### src/rtl/seg7_scan.sv
// seg7_scan: time-multiplexed 4-digit common-anode 7-segment scanner with per-digit blanking
module seg7_scan #(
  parameter int DIGIT_TICKS = 50000,
  parameter int BLANK_TICKS = 500
) (
  input  logic        clk,
  input  logic        rst_n,
  input  logic        en,
  input  logic [15:0] value,
  input  logic [3:0]  dp_in,
  input  logic [3:0]  digit_en,
  output logic [3:0]  anode,
  output logic [6:0]  seg,
  output logic        dp_n,
  output logic [1:0]  digit_sel,
  output logic        frame_start
);
  localparam int MX = DIGIT_TICKS > BLANK_TICKS ? DIGIT_TICKS : BLANK_TICKS;
  localparam int CW = $clog2(MX) + 1;
  localparam logic [6:0] HEX [16] = '{7'h40, 7'h79, 7'h24, 7'h30, 7'h19, 7'h12, 7'h02, 7'h78,
                                      7'h00, 7'h10, 7'h08, 7'h03, 7'h46, 7'h21, 7'h06, 7'h0E};
  typedef enum logic [1:0] {IDLE, BLANK, SHOW} state_t;
  state_t state, state_nx;
  logic [CW-1:0] cnt, cnt_nx;
  logic [15:0] sh_val;
  logic [3:0] sh_dp, sh_en, anode_nx;
  logic [6:0] seg_nx;
  logic [3:0] nib;
  logic [1:0] sel_nx;
  logic dp_nx, fs_nx, latch, lit, blank_done, show_done;
  always_comb begin
    nib = sh_val[{digit_sel, 2'b00} +: 4];
    lit = sh_en[digit_sel];
    blank_done = state == BLANK && cnt == CW'(BLANK_TICKS - 1);
    show_done = state == SHOW && cnt == CW'(DIGIT_TICKS - 1);
    state_nx = state;
    cnt_nx = cnt + 1'b1;
    sel_nx = digit_sel;
    latch = 1'b0;
    fs_nx = 1'b0;
    anode_nx = 4'hF;
    seg_nx = 7'h7F;
    dp_nx = 1'b1;
    if (!en) begin
      state_nx = IDLE;
      cnt_nx = '0;
      sel_nx = '0;
    end else if (state == IDLE) begin
      state_nx = BLANK;
      cnt_nx = '0;
      sel_nx = '0;
      latch = 1'b1;
      fs_nx = 1'b1;
    end else if (show_done) begin
      state_nx = BLANK;
      cnt_nx = '0;
      sel_nx = digit_sel + 2'd1;
      latch = digit_sel == 2'd3;
      fs_nx = latch;
    end else if (blank_done || state == SHOW) begin
      // outputs are registered, so the digit drive is loaded on the edge that enters SHOW
      state_nx = SHOW;
      cnt_nx = blank_done ? '0 : cnt + 1'b1;
      anode_nx = lit ? ~(4'b0001 << digit_sel) : 4'hF;
      seg_nx = lit ? HEX[nib] : 7'h7F;
      dp_nx = lit ? ~sh_dp[digit_sel] : 1'b1;
    end
  end
  always_ff @(posedge clk) begin
    if (!rst_n) begin
      state <= IDLE;
      cnt <= '0;
      digit_sel <= '0;
      frame_start <= 1'b0;
      anode <= 4'hF;
      seg <= 7'h7F;
      dp_n <= 1'b1;
      sh_val <= '0;
      sh_dp <= '0;
      sh_en <= '0;
    end else begin
      state <= state_nx;
      cnt <= cnt_nx;
      digit_sel <= sel_nx;
      frame_start <= fs_nx;
      anode <= anode_nx;
      seg <= seg_nx;
      dp_n <= dp_nx;
      if (latch) begin
        sh_val <= value;
        sh_dp <= dp_in;
        sh_en <= digit_en;
      end
    end
  end
endmodule

### config.mk
export PLATFORM = sky130hd
export DESIGN_NAME = seg7_scan
export DESIGN_NICKNAME = d
export VERILOG_FILES = /design/src/rtl/seg7_scan.sv
export SDC_FILE = /design/constraint.sdc
export NUM_CORES = 1
export LEC_CHECK = 0
export BUFFER_PORTS_ARGS = -buffer_cell sky130_fd_sc_hd__buf_2
export CORE_UTILIZATION = 51
export DETAILED_ROUTE_END_ITERATION = 6
export PLACE_DENSITY = 0.74
export SYNTH_ARGS = -nofsm -noshare
export SYNTH_HDL_FRONTEND = slang
export SYNTH_SLANG_ARGS = --single-unit
### constraint.sdc
create_clock -name clk -period 1.8 [get_ports clk]
set_input_delay 0.09 -clock clk [delete_from_list [all_inputs] [get_ports clk]]
set_output_delay 0.09 -clock clk [all_outputs]
set_load 0.01 [all_outputs]
======== Word level (Yosys, flattened, before mapping) ========
Memories as Yosys holds them, arrays and structs flattened. A register that Yosys moved wholly into a read port is not among the register bits.
Index checks and enable logic that the tools add are counted.
word-level totals
  register bits after elaboration ......... 51
  memory bits (read-only) ................. 112
  input port bits ......................... 27
  output and inout bits ................... 15
  logic and storage cells ................. 49
  memories kept ........................... 1
memories
  memory           depth  bits a word  read ports  clocked after memory_dff  wr ports  RTL line  RTL
  (no name shown)  16     7            1           1                         0         65        seg_nx = lit ? HEX[nib] : 7'h7F;
cells by class
  add/sub/neg operators ................... 2
  $lt $le $gt $ge ......................... 1
  equal/unequal tests ..................... 5
  shifts and indexed selects .............. 2
  mux-type cells .......................... 12
  bitwise gates (word level) .............. 7
  reductions and logical operators ........ 9
operators by type and width
  kind                   count
  $mux 17                2
  $add 17x1->17 const B  1
  $eq 17x16->1 const B   1
  $eq 17x9->1 const B    1
  $shiftx 16x5->4        1
  $mux 1                 8
  $reduce_or 6->1        1
  $not 1->1              5
  $not 4->5              1
  $bmux 1 s2             2
  $eq 2x2->1 const B     2
  $not 4->4              1
  $reduce_or 4->1        1
  $shl 1x2->4 const A    1
  $lt 2x3->1 const B     1
  $reduce_bool 3->1      1
  $reduce_or 3->1        1
  $add 2x1->2 const B    1
  $eq 2x1->1 const B     1
  $logic_and 1x1->1      2
  $logic_not 2->1        1
  $reduce_and 2->1       1
  $logic_or 1x1->1       1

======== Longest topological paths before layout ========
Gate-level depths: netlist (run 1).
  depth after elaboration ................. 6
  gate-level depth with buffers ........... 8

======== Worst setup path after synthesis (run 1) ========
No wires, ideal clock.
  path type ............................... flip-flop to flip-flop
  start point ............................. reg digit_sel[0]
  end point ............................... reg seg[5]
  arrival time ............................ 1,850 ps
  required time ........................... 1,675 ps
  setup slack ............................. -175 ps
  stages on the path, launching flop included .. 7
  clock period less this slack ............ 1,975 ps
  path through ............................ dfxtp_1 buf_6 mux4_2 ha_1 mux2_2 a21oi_1 nand3_1
on the way
  cells in the longest elaborated chain, start to end .. 4
  elaborated cells on any way between the ends .. 6
  classes of those cells .................. shift: 1; mux: 2; bitwise: 2; reduce/logical: 1
RTL lines
  element                           RTL line  RTL
  start, declared                   15        output logic [1:0] digit_sel,
  start signal, assigned            84        digit_sel <= sel_nx;
  $bmux 1 s2                        33        lit = sh_en[digit_sel];
  $mux 1 (not written as such)      33
  $not 1->1 (no source line)        n/a
  $reduce_or 6->1 (no source line)  n/a
  end, declared                     13        output logic [6:0] seg,
Parallel ways exist; a longest one is shown, timed or not. The select of a mux whose other input is x is not followed.
A chain may end at the register's enable or synchronous reset.

======== Worst setup path after layout (run 1) ========
Ends and elaborated chain as after synthesis.

==> results of run 1 <==
[state kept, by name (all words and copies together) (netlist names), 2 cells and up]
register and count:
sh_dp 4, sh_en 4, seg 7, anode 4
cnt 17, state 2, sh_val 16, digit_sel 2
[layout make-up]
| class | instances | area (um^2) | area share (%) |
|---|---|---|---|
| Timing Repair Buffer | 96 | 729 | 18.5 |
| Sequential cell | 58 | 1180 | 29.9 |
| Tap cell | 70 | 87.6 | 2.22 |
| Clock inverter | 5 | 125 | 3.17 |
| Inverter | 8 | 35.0 | 0.888 |
| Clock buffer | 11 | 141 | 3.59 |
| Multi-Input combinational cell | 207 | 1650 | 41.8 |
[worst max path at each step]
stage / startpoint / end / cells past startpoint / slack [ns]
global route: digit_sel[0] / seg[3] / 5 / -0.12
finish: digit_sel[0] / seg[5] / 5 / -0.05
CTS: digit_sel[0] / seg[6] / 5 / -0.04
global placement: digit_sel[0] / seg[4] / 5 / -0.05
detailed placement: cnt[7] / seg[5] / 4 / -0.11
floorplan: digit_sel[0] / seg[6] / 6 / -0.08
[critical path: stages (launching register included)]
cell and delay, ns:
dfxtp_4 0.39, mux4_2 0.63, ha_4 0.22, mux2_4 0.27, a21oi_2 0.12, nand3_1 0.09
[cell families after synthesis]
family / after synthesis
AND/OR/NAND/NOR: 122
multiplexers: 37
adder cells (fa/ha/maj): 11
buffers and inverters: 29
XOR/XNOR: 12
AO/OA/AOI/OAI: 24
flip-flops: 58
[Yosys cell counts (all sizes together), types with 2 or more instances]
cell type / number
inv: 8
nor3b: 3
nand4: 7
nor2: 2
a211oi: 4
a21oi: 5
and4: 4
nor4: 2
nor3: 14
nand2: 57
ha: 11
nand3: 18
xnor2: 3
clkbuf: 8
buf: 13
dfxtp: 58
nand2b: 2
mux2i: 28
xor2: 9
mux4: 6
o21ai: 6
or3: 4
mux2: 3
[metal layers]
layer / GRT usage (%) / up-vias / wire, um / part of all wire, %
li1: - / 1204 / - / -
met2: 34.7 / 92 / 3430 / 48
met1: 30.1 / 1145 / 3150 / 44
met5: 0 / - / 0 / 0
met3: 4.31 / 14 / 475 / 6.6
met4: 9.81 / 0 / 112 / 1.6
[per-stage QoR]
stage               worst slack (ns)  cells
global route                  -0.124    455
global placement             -0.0505    409
finish                       -0.0523    455
CTS                          -0.0395    438
detailed placement            -0.109    409
floorplan                    -0.0755    293
[timing repair]
action                     in CTS  in global routing
gates cloned                    0                  4
hold endpoints to repair       12                  2
resized for setup               5                 24
hold buffers                   12                  2
setup buffers                   1                 11
pin swaps                       1                 10
setup endpoints to repair      12                 36
[power groups by stage]
stage	registers (mW)	logic, mW	clock network (mW)
6_report	1.34	0.307	1.61
3_5_place_dp	1.37	0.229	0
5_1_grt	1.35	0.333	1.69
4_1_cts	1.34	0.255	1.62
2_1_floorplan	1.36	0.173	0
3_3_place_gp	1.37	0.224	0
==> metrics, run 1 <==
Longest Clk Path Bufs 2; Core Region 0.00524 mm^2; unrepaired setup endpoints after global routing true; R2R Setup Slk -0.05 ns; die area 0.00586 mm^2; critical path required time 2.00 ns; Switch Pwr 676 uW; Iteration-0 DRC Markers 173; Routed Antenna Nets 0; ys async rst share 0%; Final min period 1.85 ns; count of unique library cells instantiated by Yosys 46; Clk pwr share 49.3%; DIE HEIGHT 76.5 um; Hold Path Depth 3; Setup Viol. Count Final 7; starting density of the core 54.1%; Max Freq 540 MHz; CP arrival 2.06 ns; CTS Buf Count 9; Tcrit/Tclk final 103%; Yosys top cell by area dfxtp_1; fin util 75.3%; TritonCTS Sinks 58; wire length per cell 15.8 um; Slew headroom 69.7%; Layout Skew 0.00593 ns; Synthesis Warnings 0; top cells by area, synth dfxtp_1, mux2i_1, nand2_1; largest net degree at the start of global routing 51; nets@finish 418; Worst Hold Class in -> reg; Logic pwr share 9.4%; top_reg_cell synth dfxtp_1; CP Capture Type flop; XOR/XNOR Fraction of Synth Area 3.71%; switch share 20.7%; gpl congestion 0.825; Worst VDD drop 0.592 mV; net count after synthesis 331; GR Overflow Total 0; PD cells 826 mW/mm^2; Layout area overhead 39.2%; first-pass GRT wire length 10300 um; Root Buffer clkbuf_8; all-layer global routing usage 22.4%; initial antenna violation count 0; cells after synthesis 293; status finished with violations; vias 2455; Clk pin slew, worst setup/hold paths 0.07 ns; First-pass DRT Iterations 4; failing checks negative setup slack; most frequent cells in the layout nand2_1, dfxtp_1, buf_2, buf_4, mux2i_1; FILL cells 336; CP max FO 6; worst slew pin tran 0.455 ns; DP Area 0.00328 mm^2; Internal 2.58 mW; Power, Total 3.26 mW; Synth top area share 41.0%; Worst Hold End sh_val[4]; fin. max-slew vios 0; Hold WS 0.00691 ns; Post-DP HPWL 3960 um; Synth Area in Adders 4.86%; Worst Reg2Reg Path Length in Cells 5; FF-to-FF Start digit_sel[0]; TritonCTS clock tree yes; Clock Latency Late Sink 0.33 ns; max-cap violations 0; vias in the first global route 2277; share of layout cells above drive strength 1 37.1%; crit path kind reg -> reg; Startpoint Class flop; H-tree levels 3; Fin Setup TNS -0.176 ns; synthesized area 0.00283 mm^2; post-synthesis mux area share 16.0%; EDFF count, synth 0; Routed Wire Length 7170 um; most common cell after layout, fill and taps aside nand2_1; Critical R2R Capture seg[5]; compound-gate portion of the synthesized area 6.27%; Pleak 1.60 nW; Synth Area in Simple Gates 22.6%; Ports 42; worst hold start value[4]; post-synthesis sequential area ratio 41.0%; Via density 5.40; Die W 76.5 um; PortBufs 41; FF+latch count, synth 58; synthesized area per cell 9.67 um^2; minimum setup slack in the final design -0.0523 ns; endpoints failing hold 0; row count 26; n_diodes 0; DRC 0; Reg power frac 41.3%; main combinational cell family by area after synthesis simple AND/OR/NAND/NOR gates; Final Cell Area 0.00394 mm^2
No activity file was read; power rests on OpenSTA's default activity.
==> run 2, diff against run 1 <==
--- a/config.mk
+++ b/config.mk
@@ -6,6 +6,7 @@
 export NUM_CORES = 1
 export LEC_CHECK = 0
 export BUFFER_PORTS_ARGS = -buffer_cell sky130_fd_sc_hd__buf_2
+export CORE_MARGIN = 4
 export CORE_UTILIZATION = 51
 export DETAILED_ROUTE_END_ITERATION = 6
 export PLACE_DENSITY = 0.74
==> metrics, run 2 (synthesis gave the netlist of run 1 again) <==
status finished clean; max reg flops 17 (unchanged); all-layer global routing usage 20.3% (-2.0 points); slowest stage cell on the critical path mux4_2; Worst Reg2Reg Path Length in Cells 6 (+1); Routed Antenna Nets 0 (unchanged); Levels on crit path 6 (+1); Slew headroom 69.8% (+0.14 points); First-pass DRT Iterations 4 (unchanged); Root Buffer clkbuf_8; Startpoint Class flop; Tcrit/Tclk final 99.8% (-3.1 points); Layout area overhead 32.5%; Core Region 0.00524 mm^2 (unchanged); Pleak 1.51 nW (-5.6%); max incr delay on CP 0.61 ns (-0.02 ns); crit path kind reg -> reg; DRC 0 (unchanged); Routed Wire Length 6480 um (-9.7%); Clk pin slew, worst setup/hold paths 0.07 ns (about the same); first-pass GRT wire length 10400 um (+0.86%); Final min period 1.80 ns (-0.0550 ns); gpl congestion 0.832 (+0.84%); PortBufs 41 (unchanged); GR Overflow Total 0 (unchanged); nets@finish 411 (-1.7%); DIE HEIGHT 82.5 um (+7.8%); die area 0.00681 mm^2 (+16%); most flop-heavy register cnt; wire length per cell 14.5 um (-8.3%); most common cell after layout, fill and taps aside nand2_1; Layout Skew 0.0101 ns (+0.00419 ns); starting density of the core 54.1% (unchanged); fin util 71.7% (-3.6 points); endpoints failing hold 0 (unchanged); Power, Total 2.86 mW (-12%); CTS Buf Count 9 (unchanged); DP Area 0.00323 mm^2 (-1.4%); Placed Cells 408 (-0.24%); Hold Path Depth 3 (unchanged); CP Capture Type flop; share of layout cells above drive strength 1 32.0% (-5.1 points); max-cap violations 0 (unchanged); Top Registers cnt: 17 flops, sh_val: 16 flops, seg: 7 flops; CP Buf/Inv Count 1 (+1); cell breakdown of the critical path mux4_2 > ha_4 > inv_1 > nor3b_1 > a221oi_1 > nand3_1; Final Cell Area 0.00375 mm^2 (-4.8%); critical path required time 2.02 ns (+0.02 ns); most frequent cells in the layout nand2_1, dfxtp_1, buf_2, mux2i_1, buf_4; initial antenna violation count 0 (unchanged); CP max FO 5 (-1); Via density 5.26 (-2.5%); PD cells 762 mW/mm^2 (-7.7%); non-filler cells, final 448 (-1.5%); TritonCTS clock tree yes; vias in the first global route 2314 (+1.6%); Ports 42 (unchanged); row count 26 (unchanged); Max Freq 556 MHz (+3.1%); unrepaired setup endpoints after global routing true; Die W 82.5 um (+7.8%); Worst VDD drop 0.630 mV (+6.5%); Clock Latency Late Sink 0.33 ns (about the same); n_diodes 0 (unchanged); Post-DP HPWL 4090 um (+3.1%); vias 2357 (-4.0%); CP top delay family multiplexers; TritonCTS Sinks 58 (unchanged); H-tree levels 3 (unchanged); Fin Setup TNS 0 ns (+0.176 ns); Iteration-0 DRC Markers 140 (-19%); largest net degree at the start of global routing 51 (unchanged); Longest Clk Path Bufs 2 (unchanged); Setup Viol. Count Final 0 (-7); Worst Hold Class in -> reg; worst slew pin tran 0.452 ns (-0.00209 ns); fin. max-slew vios 0 (unchanged); CP arrival 2.01 ns (-0.05 ns)
run 2: cell types whose count changed in the layout (fill, tap and decap cells not counted), moves of 3 or more:
cell	delta
dfxtp_2	-7
dfxtp_1	+7
bufinv_16	-3
buf_4	-9
dlygate4sd3_1	+4
run 2: final timing paths:
| path | startpoint | to | slack [ns] |
|---|---|---|---|
| max | digit_sel[0] | seg[0] | 0.003 |
| min | value[12] | sh_val[12] | 0.01 |
| max reg2reg | digit_sel[0] | seg[0] | 0.003 |
| min reg2reg | sh_en[0] | sh_en[0] | 0.46 |
run 2: metal layers:
metal,global-route usage [%],part of all wire [%],vias up,wire (um)
li1,-,-,1189,-
met1,25.3,45,1090,2930
met2,32.9,47,62,3030
met3,4.66,5.6,16,365
met4,10.1,2.3,0,151
met5,0,0,-,0
run 2: per-stage QoR:
step	hold WS [ns]	setup WS, ns
detailed placement	0.337	-0.0418
global route	0.0122	-0.0708
floorplan	0.206	-0.0755
finish	0.0114	0.00271
CTS	0.000598	0.00118
global placement	0.333	0.00565
run 2: power by group:
part / internal, mW / switching, mW / total, mW / leakage [nW]
sequential: 1.32 / 0.0213 / 1.34 / 0.475
clock: 0.707 / 0.517 / 1.22 / 0.105
combinational: 0.163 / 0.134 / 0.297 / 0.927
total: 2.19 / 0.672 / 2.86 / 1.51
run 2: layout make-up:
class | count | area [um^2]
multi-input cells | 206 | 1600
fillers | 372 | 1480
flip-flops and latches | 58 | 1170
repair buffers | 90 | 659
clock buffers | 11 | 151
well taps | 70 | 87.6
clock inverters | 5 | 52.6
inverters | 8 | 32.5
run 2: what timing repair did:
item,CTS,global route
hold buffers,17,1
buffers inserted,3,2
cloned,0,1
hold endpoints to repair,17,1
pin swaps,3,5
resized for setup,1,18
endpoints found under the setup margin,4,37
run 2: worst reg2reg max path, stage by stage, from the launching register on:
cell and delay [ns]:
dfxtp_4 0.39, mux4_2 0.61, ha_4 0.21, inv_1 0.08
nor3b_1 0.05, a221oi_1 0.24, nand3_1 0.11
==> run 3, diff against run 2 <==
--- a/config.mk
+++ b/config.mk
@@ -9,6 +9,7 @@
 export CORE_MARGIN = 4
 export CORE_UTILIZATION = 51
 export DETAILED_ROUTE_END_ITERATION = 6
+export MAX_ROUTING_LAYER = met4
 export PLACE_DENSITY = 0.74
 export SYNTH_ARGS = -nofsm -noshare
 export SYNTH_HDL_FRONTEND = slang
==> metrics, run 3 (synthesis gave the netlist of run 1 again) <==
Routed Wire Length 6530 um (+0.74%); First-pass DRT Iterations 4 (unchanged); Slew headroom 70.0% (+0.21 points); switch share 23.6% (+0.072 points); vias 2374 (+0.72%); minimum setup slack in the final design 0.00114 ns (-0.00158 ns); first-pass GRT wire length 10400 um (about the same); crit path kind reg -> reg; Fin Setup TNS 0 ns (unchanged); PD cells 763 mW/mm^2 (about the same); Tcrit/Tclk final 99.9% (about the same); Root Buffer clkbuf_8; GR Overflow Total 0 (unchanged); Startpoint Class flop; die area 0.00681 mm^2 (unchanged); row count 26 (unchanged); most frequent cells in the layout nand2_1, dfxtp_1, buf_2, mux2i_1, buf_4; Die W 82.5 um (unchanged); CTS Buf Count 9 (unchanged); Layout area overhead 32.5% (unchanged); Layout Skew 0.00936 ns (-0.000757 ns); CP Capture Type flop; Setup Viol. Count Final 0 (unchanged); PortBufs 41 (unchanged); CP max FO 5 (unchanged); Worst VDD drop 0.634 mV (+0.58%); Final min period 1.80 ns (+0.00158 ns); largest net degree at the start of global routing 51 (unchanged); register area 0.00117 mm^2 (unchanged); DIE HEIGHT 82.5 um (unchanged); footprint of the multi-input gates 0.00160 mm^2 (unchanged); status finished clean; Post-DP HPWL 4090 um (unchanged); Switch Pwr 674 uW (+0.40%); Max Freq 556 MHz (about the same); Iteration-0 DRC Markers 127 (-9.3%); unrepaired setup endpoints after global routing true; Internal 2.19 mW (about the same); Worst Hold Class in -> reg; Via density 5.30 (+0.72%); H-tree levels 3 (unchanged); share of layout cells above drive strength 1 32.0% (unchanged); n_diodes 0 (unchanged); CP arrival 2.01 ns (about the same); pre-CTS setup slack -0.0418 ns (unchanged); wire length per cell 14.6 um (+0.74%); Longest Clk Path Bufs 2 (unchanged); worst slew pin tran 0.449 ns (-0.00318 ns); fin. max-slew vios 0 (unchanged); most flop-heavy register cnt; FILL cells 372 (unchanged); Clk pin slew, worst setup/hold paths 0.07 ns (about the same); Core Region 0.00524 mm^2 (unchanged); Logic pwr share 10.4% (about the same); Top Registers cnt: 17 flops, sh_val: 16 flops, seg: 7 flops; vias in the first global route 2316 (+0.086%); Clk pwr share 42.8% (about the same); DRC 0 (unchanged); Routed Antenna Nets 0 (unchanged); TritonCTS clock tree yes; gpl congestion 0.845 (+1.5%); initial antenna violation count 0 (unchanged); Pleak 1.51 nW (unchanged); endpoints failing hold 0 (unchanged); most common cell after layout, fill and taps aside nand2_1; Ports 42 (unchanged); max reg flops 17 (unchanged); max-cap violations 0 (unchanged); Reg power frac 46.8% (about the same); all-layer global routing usage 20.9% (+0.57 points); starting density of the core 54.1% (unchanged); TritonCTS Sinks 58 (unchanged); critical path required time 2.02 ns (about the same); Clock Latency Late Sink 0.33 ns (about the same); nets@finish 411 (unchanged)
[run 3: stage by stage]
stage	std cells	utilization, %	power [mW]	hold slack, ns	instance area (um^2)
final	448	71.7	2.86	0.0112	3750
after global routing	448	71.7	2.97	0.00952	3750
after CTS	444	69.4	2.85	0.000598	3630
after detailed placement	408	61.7	1.60	0.337	3230
after global placement	408	61.7	1.59	0.333	3230
after floorplan	293	-	1.53	0.206	2880
[run 3: power by group through the flow]
stage	clock, mW	sequential (mW)	combinational [mW]
floorplan	0	1.36	0.173
global route	1.31	1.34	0.325
detailed placement	0	1.37	0.232
finish	1.23	1.34	0.297
CTS	1.24	1.34	0.268
global placement	0	1.37	0.226
[run 3: layout make-up]
cell class                      count  share of cell area [%]
Multi-Input combinational cell    206                    42.7
Sequential cell                    58                    31.1
Inverter                            8                   0.866
Clock inverter                      5                    1.40
Timing Repair Buffer               90                    17.6
Tap cell                           70                    2.33
Clock buffer                       11                    4.03
[run 3: final timing paths]
path | from | endpoint | slack [ns] | depth (start not counted)
worst min register to register | sh_en[0] | sh_en[0] | 0.46 | 2
worst min-delay path | value[12] | sh_val[12] | 0.01 | 3
worst max-delay path | digit_sel[0] | seg[0] | 0.001 | 6
worst max register to register | digit_sel[0] | seg[0] | 0.001 | 6
[run 3: routing by layer]
layer,vias up,wire length [um],global-route usage [%]
met5,-,0,-
met4,0,162,10.1
met3,19,322,4.66
met2,62,3040,32.9
met1,1105,3000,25.3
li1,1188,-,-
[run 3: critical path: stages (launching register included)]
cell and delay [ns]:
dfxtp_4 0.39, mux4_2 0.61, ha_4 0.21, inv_1 0.08, nor3b_1 0.05, a221oi_1 0.24, nand3_1 0.11
[run 3: what timing repair did]
action,4_1_cts,5_1_grt
pin swaps,3,5
cloned,0,1
buffers inserted,3,2
hold endpoints to repair,17,1
resized for setup,1,18
endpoints found under the setup margin,4,37
hold buffers,17,1
